==> config.mk <==
export PLATFORM = sky130hd
export DESIGN_NAME = gamma_mux_scheduler
export DESIGN_NICKNAME = d
export VERILOG_FILES = /design/src/rtl/gamma_mux_scheduler.sv
export SDC_FILE = /design/constraint.sdc
export NUM_CORES = 1
export LEC_CHECK = 0
export ABC_AREA = 1
export CORE_MARGIN = 4
export CORE_UTILIZATION = 49
export CTS_CLUSTER_SIZE = 16
export DETAILED_ROUTE_END_ITERATION = 8
export GPL_TIMING_DRIVEN = 0
export PLACE_DENSITY = 0.78
export SYNTH_ARGS = -nofsm -noshare
export SYNTH_HDL_FRONTEND = slang
export SYNTH_SLANG_ARGS = --single-unit
==> constraint.sdc <==
create_clock -name clk -period 4.1 [get_ports clk]
set_input_delay 0.41 -clock clk [delete_from_list [all_inputs] [get_ports clk]]
set_output_delay 0.41 -clock clk [all_outputs]
set_load 0.005 [all_outputs]
==> src/rtl/gamma_mux_scheduler.sv <==
// Gamma-cycle timebase and per-network slot scheduler for one shared column: IDLE/PRIME/RUN/DRAIN, ping-pong bank and replay control.
// Outputs registered, one cycle from sampled inputs; no backpressure. Define MUX_SCHED_STATS_EN to add the saturating gamma_done_cnt output.
module gamma_mux_scheduler #(
   parameter int NUM_NETS           = 2,
   parameter int GAMMA_CYCLE_LENGTH = 18,
   parameter int SLOT_LEN           = GAMMA_CYCLE_LENGTH / NUM_NETS
) (
   input  logic                                  clk,
   input  logic                                  rstb,
   input  logic                                  en,
   input  logic [NUM_NETS-1:0]                   net_req,
   output logic                                  grst,
   output logic [$clog2(GAMMA_CYCLE_LENGTH)-1:0] gamma_count,
   output logic [$clog2(SLOT_LEN)-1:0]           slot_count,
   output logic [$clog2(NUM_NETS)-1:0]           net_sel,
   output logic [NUM_NETS-1:0]                   net_grant,
   output logic                                  col_clr,
   output logic                                  buf_sel,
   output logic                                  start_count,
   output logic                                  replay_valid,
   output logic                                  busy
`ifdef MUX_SCHED_STATS_EN
   ,
   output logic [15:0]                           gamma_done_cnt
`endif
);

   localparam int GW = $clog2(GAMMA_CYCLE_LENGTH);
   localparam int SW = $clog2(SLOT_LEN);
   localparam int NW = $clog2(NUM_NETS);

   typedef enum logic [1:0] {S_IDLE, S_PRIME, S_RUN, S_DRAIN} state_t;

   state_t              r_state;
   logic [GW-1:0]       r_gamma;
   logic [SW-1:0]       r_slot;
   logic [NW-1:0]       r_sel;
   logic [NUM_NETS-1:0] r_grant;
   logic                r_grst;
   logic                r_col_clr;
   logic                r_buf_sel;
   logic                r_replay;

   state_t              w_state_nxt;
   logic                w_gwrap;
   logic                w_swrap;
   logic [GW-1:0]       w_gamma_nxt;
   logic [SW-1:0]       w_slot_nxt;
   logic [NW-1:0]       w_sel_nxt;
   logic [NUM_NETS-1:0] w_grant_nxt;

   always_comb begin
      w_gwrap     = (r_gamma == GW'(GAMMA_CYCLE_LENGTH - 1));
      w_swrap     = (r_slot == SW'(SLOT_LEN - 1));
      w_gamma_nxt = w_gwrap ? '0 : r_gamma + 1'b1;
      w_slot_nxt  = w_swrap ? '0 : r_slot + 1'b1;
      // Slot index is forced back to 0 on the gamma wrap so it stays aligned to grst.
      w_sel_nxt   = w_gwrap ? '0 : (w_swrap ? r_sel + 1'b1 : r_sel);
      w_grant_nxt = net_req & (NUM_NETS'(1) << w_sel_nxt);
      w_state_nxt = r_state;
      if (r_state != S_IDLE && w_gwrap) begin
         case (r_state)
            S_PRIME, S_RUN: w_state_nxt = en ? S_RUN : S_DRAIN;
            default:        w_state_nxt = S_IDLE;
         endcase
      end
   end

   always_ff @(posedge clk) begin
      if (rstb || (r_state == S_IDLE && !en) || (r_state != S_IDLE && w_state_nxt == S_IDLE)) begin
         r_state   <= S_IDLE;
         r_gamma   <= '0;
         r_slot    <= '0;
         r_sel     <= '0;
         r_grant   <= '0;
         r_grst    <= 1'b0;
         r_col_clr <= 1'b0;
         r_buf_sel <= 1'b0;
         r_replay  <= 1'b0;
      end else if (r_state == S_IDLE) begin
         r_state   <= S_PRIME;
         r_gamma   <= '0;
         r_slot    <= '0;
         r_sel     <= '0;
         r_grant   <= net_req & NUM_NETS'(1);
         r_grst    <= 1'b1;
         r_col_clr <= 1'b1;
         r_buf_sel <= 1'b0;
         r_replay  <= 1'b0;
      end else begin
         r_state   <= w_state_nxt;
         r_gamma   <= w_gamma_nxt;
         r_slot    <= w_slot_nxt;
         r_sel     <= w_sel_nxt;
         r_grst    <= w_gwrap;
         r_buf_sel <= w_gwrap ? ~r_buf_sel : r_buf_sel;
         r_replay  <= (w_state_nxt == S_RUN) || (w_state_nxt == S_DRAIN);
         r_col_clr <= w_swrap && (w_state_nxt != S_DRAIN);
         // Grant is captured only at slot start; DRAIN slots never grant.
         if (w_swrap)
            r_grant <= (w_state_nxt == S_DRAIN) ? '0 : w_grant_nxt;
      end
   end

   assign grst         = r_grst;
   assign gamma_count  = r_gamma;
   assign slot_count   = r_slot;
   assign net_sel      = r_sel;
   assign net_grant    = r_grant;
   assign col_clr      = r_col_clr;
   assign buf_sel      = r_buf_sel;
   assign start_count  = r_replay;
   assign replay_valid = r_replay;
   assign busy         = (r_state != S_IDLE);

`ifdef MUX_SCHED_STATS_EN
   logic [15:0] r_gdone;

   always_ff @(posedge clk) begin
      if (rstb)
         r_gdone <= '0;
      else if (r_state != S_IDLE && w_gwrap && r_gdone != 16'hFFFF)
         r_gdone <= r_gdone + 16'd1;
   end

   assign gamma_done_cnt = r_gdone;
`endif

endmodule

* Word level (Yosys, flattened, before mapping) *
Cells that the tools add are included.

word-level totals
  output and inout bits = 18
  input port bits = 5
  register bits = 18
  word-level logic and storage cells = 51

operators by class
  add/sub/neg operators = 3
  muxes and demuxes = 11
  eq/ne operators = 7
  shifts and indexed selects = 1
  bitwise gates (word level) = 2
  reduce and logical (&&, ||, !) cells = 16

operators with widths
  operator             count
  $mux 1               8
  $eq 2x2->1 const B   3
  $mux 2               3
  $reduce_or 3->1      2
  $add 5x1->5 const B  1
  $eq 5x5->1 const B   1
  $add 4x1->4 const B  1
  $eq 4x4->1 const B   1
  $logic_and 1x1->1    4
  $logic_not 2->1      2
  $reduce_bool 2->1    2
  $reduce_or 2->1      2
  $logic_or 1x1->1     3
  $and 2x2->2          1
  $eq 2x1->1 const B   1
  $ne 2x2->1 const B   1
  $shl 1x1->2 const A  1
  $add 1x1->1 const B  1
  $logic_not 1->1      1
  $not 1->1            1

* Longest topological paths before layout *
Gate-level depths: netlist of run 1.

  depth after elaboration = 8
  gate-level depth with buffers = 12
  depth with buffers taken out = 12

* Worst setup path after synthesis of run 1 *
OpenSTA, ideal clock, no wires.

  kind = register -> register
  start point = reg, netlist name replay_valid
  end point = reg r_buf_sel, in the netlist buf_sel
  setup slack = 2.591 ns
  data required time = 3.984 ns
  cell stages (with the launch flop) = 11
  clock period less this slack = 1.509 ns
  arrival time = 1.393 ns
  path buffers = 0
  setup time = 0.116 ns
  cells stage by stage = dfxtp_1 > inv_1 > ha_1 > inv_2 > nand3_2 > nand2_1 > nand2_2 > nor2_2 > nand2_4 > nand3_2 > nor2_1

RTL lines
  element                 line  RTL
  end signal: assignment  96    r_buf_sel <= w_gwrap ? ~r_buf_sel : r_buf_sel;
  end: declaration        41    logic r_buf_sel;

==> key figures, run 1 <==
Global route
  – Initial antenna violation count: 0
  – Number of global-route vias before repair: 688
  – First-pass GRT wire length: 2.75 mm
  – GR Util All Layers: 0.146
  – GRT overflow: 0
  – Maximum number of pins on one net before global-route repair: 10

STA
  – Final Max Tran Viols: 0
  – Max-slew headroom: 0.778
  – RSZ-0062 raised after global routing: false
  – Max Freq: 466 MHz
  – Final setup fails: 0
  – Final min period: 2.14 ns
  – Post-route clock period utilization: 0.523
  – Hold Vio Cnt, Final: 0
  – Post-Route Setup TNS: 0 ns
  – Layout Skew: 0.00448 ns
  – Slew @ Worst Pin: 0.332 ns

Route
  – Drt initial violations: 6
  – Number of remaining DRC errors: 0
  – Met2 wire len: 755 um
  – Detail Route Antenna Nets: 0
  – Wl on met1: 699 um
  – Vias per cell: 4.83
  – Routed WL: 1.54 mm
  – Metal3 WL: 81 um
  – Wire per inst: 10.7 um
  – Top layer in use: met3
  – Drt pass-1 iters: 6
  – Vias: 691

Placed design
  – Dpl cells: 139
  – GP Congestion: 0.739
  – Final HPWL from detailed placement: 1.25 mm
  – IO Port Bufs: 22
  – Post-Place Cell Area: 1070 sq um

Layout
  – Fin cells: 143
  – Commonest non-fill, non-tap cell in the layout: clkdlybuf4s50_1
  – Fillers: 124
  – Most frequent cells in the layout: 22 x clkdlybuf4s50_1, 21 x nor2_1, 17 x dfxtp_1, 15 x inv_1, 12 x nand2_1
  – Layout Nets: 138
  – Design Area, Final: 1100 sq um
  – Area grow syn2layout: 32.1%
  – N_diodes: 0
  – Ratio of cells with drive above 1 in the final layout: 0.134

Setup path
  – Reg2reg end: buf_sel
  – Crit path kind: flip-flop to output pin
  – Reg2reg path depth: 10
  – Crit Path Max Fanout: 9
  – Worst Path Required: 3.69 ns
  – CP startpoint: replay_valid
  – Type of origin of the critical path: flip-flop
  – Crit path to: busy
  – Critical R2R Launch: replay_valid
  – Worst Path Arrival: 1.73 ns
  – R2r setup slk: 2.43 ns
  – Worst setup EP type: output pin

Synth
  – Ranking of synthesized cells by area: dfxtp_1 41%, nor2_1 9.5%, ha_1 7.5%, inv_1 6.8%, nand2_1 5.4%
  – Post-synth top area cell: dfxtp_1
  – Synth Net Count: 111
  – Yosys warnings: 0
  – Synth cell types: 19
  – Synthesized area: 830 sq um
  – Post-Synthesis Cells: 101
  – Synth top area share: 0.410
  – Yosys reg bits: 17
  – Register area share after synthesis: 0.410
  – Synthesized area per cell: 8.21 sq um

Clock network
  – # resized after CTS: 0
  – Root buffer cell: clkbuf_4
  – CTS tree: done
  – Worst skew pair latency: 0.29 ns
  – Post-CTS Hold Buffers: 0
  – H-tree Lvls: 1
  – CTS Buf Count: 3
  – Clk sink count: 17
  – Clock tree buffer depth: 2
  – Post-CTS setup buffer count: 0
  – Clock slew at reported path FFs: 0.10 ns

Power and ir drop
  – Peak supply drop: 0.000220 V
  – Power per standard cell area: 283 nW/um^2
  – LEAKAGE: 0.454 nW

Floorplan
  – Die Ht: 49.1 um
  – Starting Density: 0.532
  – Die width: 49.1 um
  – Ports: 23
  – Core area: 1560 sq um
  – Die Footprint: 2420 sq um
  – # rows: 14

Outcome
  – Run status: finished, final reports clean

Run
  – MaxCap Viol Count: 0

Worst hold path
  – Worst Hold Class: flip-flop to flip-flop
==> power by group <==
part	internal [mW]	switching [mW]	total [mW]
Combinational	0.0225	0.0259	0.0484
Clock	0.0378	0.0500	0.0878
Sequential	0.170	0.00323	0.174
==> critical path: stages (launching register included) <==
cell and delay, ns:
dfxtp_1 0.39, inv_1 0.06, ha_1 0.26, inv_2 0.20, clkdlybuf4s50_1 0.54
==> per-layer routing <==
metal  track usage  vias to the layer above
li1              -                      367
met1         0.161                      306
met2         0.250                       18
met3        0.0367                        0
met4        0.0853                        0
met5             0                        -
==> registers in the layout, indices dropped and copies added, names as in the netlist <==
name	count
slot_count	4
gamma_count	5
net_sel	1
r_state	1
replay_valid	1
buf_sel	1
col_clr	1
grst	1
net_grant	2
==> cells by family (layout without fill, tap and decap cells) <==
group / after synthesis / in the layout / share of synthesized area
compound gates: 4 / 4 / 0.0332
xor+xnor: 6 / 6 / 0.0633
fa+ha+maj: 5 / 5 / 0.0754
buf+inv: 17 / 43 / 0.0814
flops: 17 / 17 / 0.410
simple gates: 52 / 52 / 0.336
==> layout make-up <==
type | count | area [sq um] | area share
Timing Repair Buffer | 22 | 220 | 0.201
Clock buffer | 4 | 26.3 | 0.0240
Multi-Input combinational cell | 67 | 422 | 0.385
Sequential cell | 17 | 340 | 0.311
Inverter | 16 | 60.1 | 0.0548
Buffer | 1 | 7.51 | 0.00685
Tap cell | 16 | 20.0 | 0.0183
==> how the worst min path moves through the flow <==
stage	startpoint	endpoint	slack [ns]	cells after the start
after floorplan	slot_count[0]	slot_count[0]	0.46	1
after global placement	net_grant[1]	net_grant[1]	0.46	2
after detailed placement	net_grant[1]	net_grant[1]	0.46	2
after CTS	net_grant[1]	net_grant[1]	0.48	2
after global routing	net_grant[1]	net_grant[1]	0.50	2
final	net_grant[1]	net_grant[1]	0.47	2
==> cell usage after synthesis, drive strengths merged <==
| cell | instances |
|---|---|
| a21oi | 4 |
| buf | 1 |
| dfxtp | 17 |
| ha | 5 |
| inv | 16 |
| nand2 | 16 |
| nand3 | 11 |
| nand4 | 2 |
| nor2 | 23 |
| xnor2 | 2 |
| xor2 | 4 |
==> per-stage QoR <==
| step | total power [mW] | setup WS [ns] | utilization | hold WS, ns |
|---|---|---|---|---|
| 6_report | 0.310 | 1.96 | 0.703 | 0.474 |
| 5_1_grt | 0.332 | 1.86 | 0.703 | 0.497 |
| 4_1_cts | 0.315 | 1.94 | 0.703 | 0.477 |
| 3_5_place_dp | 0.226 | 2.27 | 0.686 | 0.461 |
| 3_3_place_gp | 0.225 | 2.29 | 0.686 | 0.460 |
| 2_1_floorplan | 0.207 | 2.59 | - | 0.455 |
Power figures use the tool's default switching activity.
==> inputs of run 2 (changes only) <==
- CORE_ASPECT_RATIO: default -> 0.75
- CORE_UTILIZATION: 49 -> 41
- PLACE_DENSITY: 0.78 -> 0.7
- clock period: 4.1 -> 1.9 ns (I/O delays scaled with it)
==> run 2 against run 1 <==
Wire length down 1.4%. Clock skew is 0.00076 ns higher. Non-clock buffer count unchanged. Power is 120% higher. Global-route usage is 1.7 points lower. Final cell count up 4.2%. Largest cell class unchanged. Highest routed layer is now met4.
==> key figures, run 2 (synthesis results as in run 1) <==
Outcome
  – Run status: finished, final reports clean

Power and ir drop
  – Power share of the clock group: 0.286
  – Seq pwr share: 0.555
  – Tot Pwr: 0.676 mW
  – Logic pwr share: 0.159
  – LEAKAGE: 0.453 nW
  – P_sw: 0.176 mW
  – Cell internal pwr: 0.500 mW
  – Switching portion of total power: 0.261
  – Peak supply drop: 0.000478 V
  – Power per standard cell area: 610 nW/um^2

Setup path
  – Type of origin of the critical path: flip-flop
  – Crit Path Max Fanout: 9
  – Worst Path Buf+Inv: 3
  – Crit-path cells: inv_1, ha_2, inv_4, clkdlybuf4s50_1
  – Reg2reg path depth: 10
  – Reg2reg end: net_sel
  – R2r setup slk: 0.39 ns
  – Critical R2R Launch: replay_valid
  – Crit path kind: flip-flop to output pin
  – Worst Path Arrival: 1.58 ns
  – Worst setup EP type: output pin
  – Slowest stage delay, CP: 0.51 ns
  – CP Depth: 4
  – Worst Path Required: 1.71 ns
  – Cell family with most CP delay: buffers and inverters
  – Critical path's slowest cell: clkdlybuf4s50_1

Route
  – Vias per cell: 4.58
  – Drt initial violations: 18
  – Drt pass-1 iters: 6
  – Detail Route Antenna Nets: 0
  – Number of remaining DRC errors: 0
  – Routed WL: 1.51 mm
  – Vias: 682
  – Wire per inst: 10.2 um

Placed design
  – Final HPWL from detailed placement: 1.21 mm
  – GP Congestion: 0.712
  – IO Port Bufs: 22
  – Dpl cells: 145
  – Setup WS pre-CTS: 0.277 ns
  – Post-Place Cell Area: 1080 sq um

Clock network
  – Worst skew pair latency: 0.29 ns
  – Clk sink count: 17
  – H-tree Lvls: 1
  – CTS Buf Count: 3
  – Clock tree buffer depth: 2
  – CTS tree: done
  – Root buffer cell: clkbuf_4
  – Clock slew at reported path FFs: 0.10 ns
  – Post-CTS Hold Buffers: 0

STA
  – Hold Vio Cnt, Final: 0
  – Worst hold slack: 0.480 ns
  – Final min period: 1.77 ns
  – Max Freq: 564 MHz
  – Post-Route Setup TNS: 0 ns
  – Slew @ Worst Pin: 0.294 ns
  – Post-route clock period utilization: 0.933
  – Final worst slack: 0.128 ns
  – Max-slew headroom: 0.803
  – Final setup fails: 0
  – Layout Skew: 0.00525 ns
  – Final Max Tran Viols: 0
  – RSZ-0062 raised after global routing: false

Floorplan
  – Starting Density: 0.455
  – Ports: 23
  – Die width: 59.9 um
  – # rows: 13
  – Core area: 1820 sq um
  – Die Footprint: 2810 sq um
  – Die Ht: 47.0 um

Global route
  – GR Util All Layers: 0.129
  – Number of global-route vias before repair: 604
  – Initial antenna violation count: 0
  – First-pass GRT wire length: 2.63 mm
  – GRT overflow: 0
  – Maximum number of pins on one net before global-route repair: 10

Layout
  – Ratio of cells with drive above 1 in the final layout: 0.142
  – Layout Nets: 138
  – Layout Utilization: 0.609
  – Multi-input logic area: 424 sq um
  – Commonest non-fill, non-tap cell in the layout: clkdlybuf4s50_1
  – FF+latch area: 340 sq um
  – Design Area, Final: 1110 sq um
  – N_diodes: 0
  – Most frequent cells in the layout: 22 x clkdlybuf4s50_1, 21 x nor2_1, 17 x dfxtp_1, 15 x inv_1, 12 x nand2_1
  – Max reg flops: 5
  – Fillers: 187
  – Area grow syn2layout: 33.6%
  – Fin cells: 149

Run
  – MaxCap Viol Count: 0

Worst hold path
  – Hold EP: net_grant[1]
  – Hold Crit Start: net_grant[1]
  – Worst Hold Class: flip-flop to flip-flop
  – Min-Delay Path Depth: 2
-- run 2: cell count changes in the layout (fill, tap and decap cells not counted) --
cell | previous run | this run
ha_1 | 5 | 4
ha_2 | 0 | 1
inv_2 | 1 | 0
inv_4 | 0 | 1
-- run 2: layer usage --
| metal | up-vias | wire, um | global-route usage | share of wire |
|---|---|---|---|---|
| met5 | - | 0 | 0 | 0 |
| met4 | 0 | 9 | 0.0398 | 0.0059 |
| met3 | 2 | 70 | 0.0577 | 0.046 |
| met2 | 11 | 678 | 0.196 | 0.45 |
| met1 | 307 | 755 | 0.166 | 0.50 |
| li1 | 362 | - | - | - |
-- run 2: cell type report --
class	instances	share of cell area
inverters	16	0.0564
repair buffers	22	0.199
flip-flops and latches	17	0.307
plain buffers	1	0.00677
clock buffers	4	0.0237
multi-input cells	67	0.383
well taps	22	0.0248
-- run 2: worst reg2reg max path, cell delays in order, from the launching register on --
cell and delay (ns):
dfxtp_1 0.38, inv_1 0.06, ha_2 0.22, inv_4 0.12
nand3_2 0.09, nand2_1 0.08, nand2_2 0.07, nor2_2 0.14
nand2_4 0.10, nand3_2 0.11, nor2_1 0.05
-- run 2: worst max path at each step --
stage                            start  endpoint  slack, ns
after CTS                 replay_valid      busy       0.04
final                     replay_valid      busy       0.13
after global routing      replay_valid      busy       0.02
after floorplan           replay_valid   buf_sel       0.39
after detailed placement  replay_valid   buf_sel       0.28
after global placement    replay_valid      grst       0.28
-- run 2: power by group through the flow --
stage,Clock (mW),Sequential [mW],Combinational [mW]
6_report,0.194,0.375,0.108
4_1_cts,0.200,0.375,0.108
3_5_place_dp,0,0.383,0.106
2_1_floorplan,0,0.383,0.0628
3_3_place_gp,0,0.383,0.105
5_1_grt,0.221,0.377,0.120
-- run 2: what timing repair did --
action / in CTS / in global routing
endpoints found under the hold margin: 0 / 0
setup buffers: 0 / 0
setup endpoints to repair: 1 / 1
gates resized for setup: 1 / 1
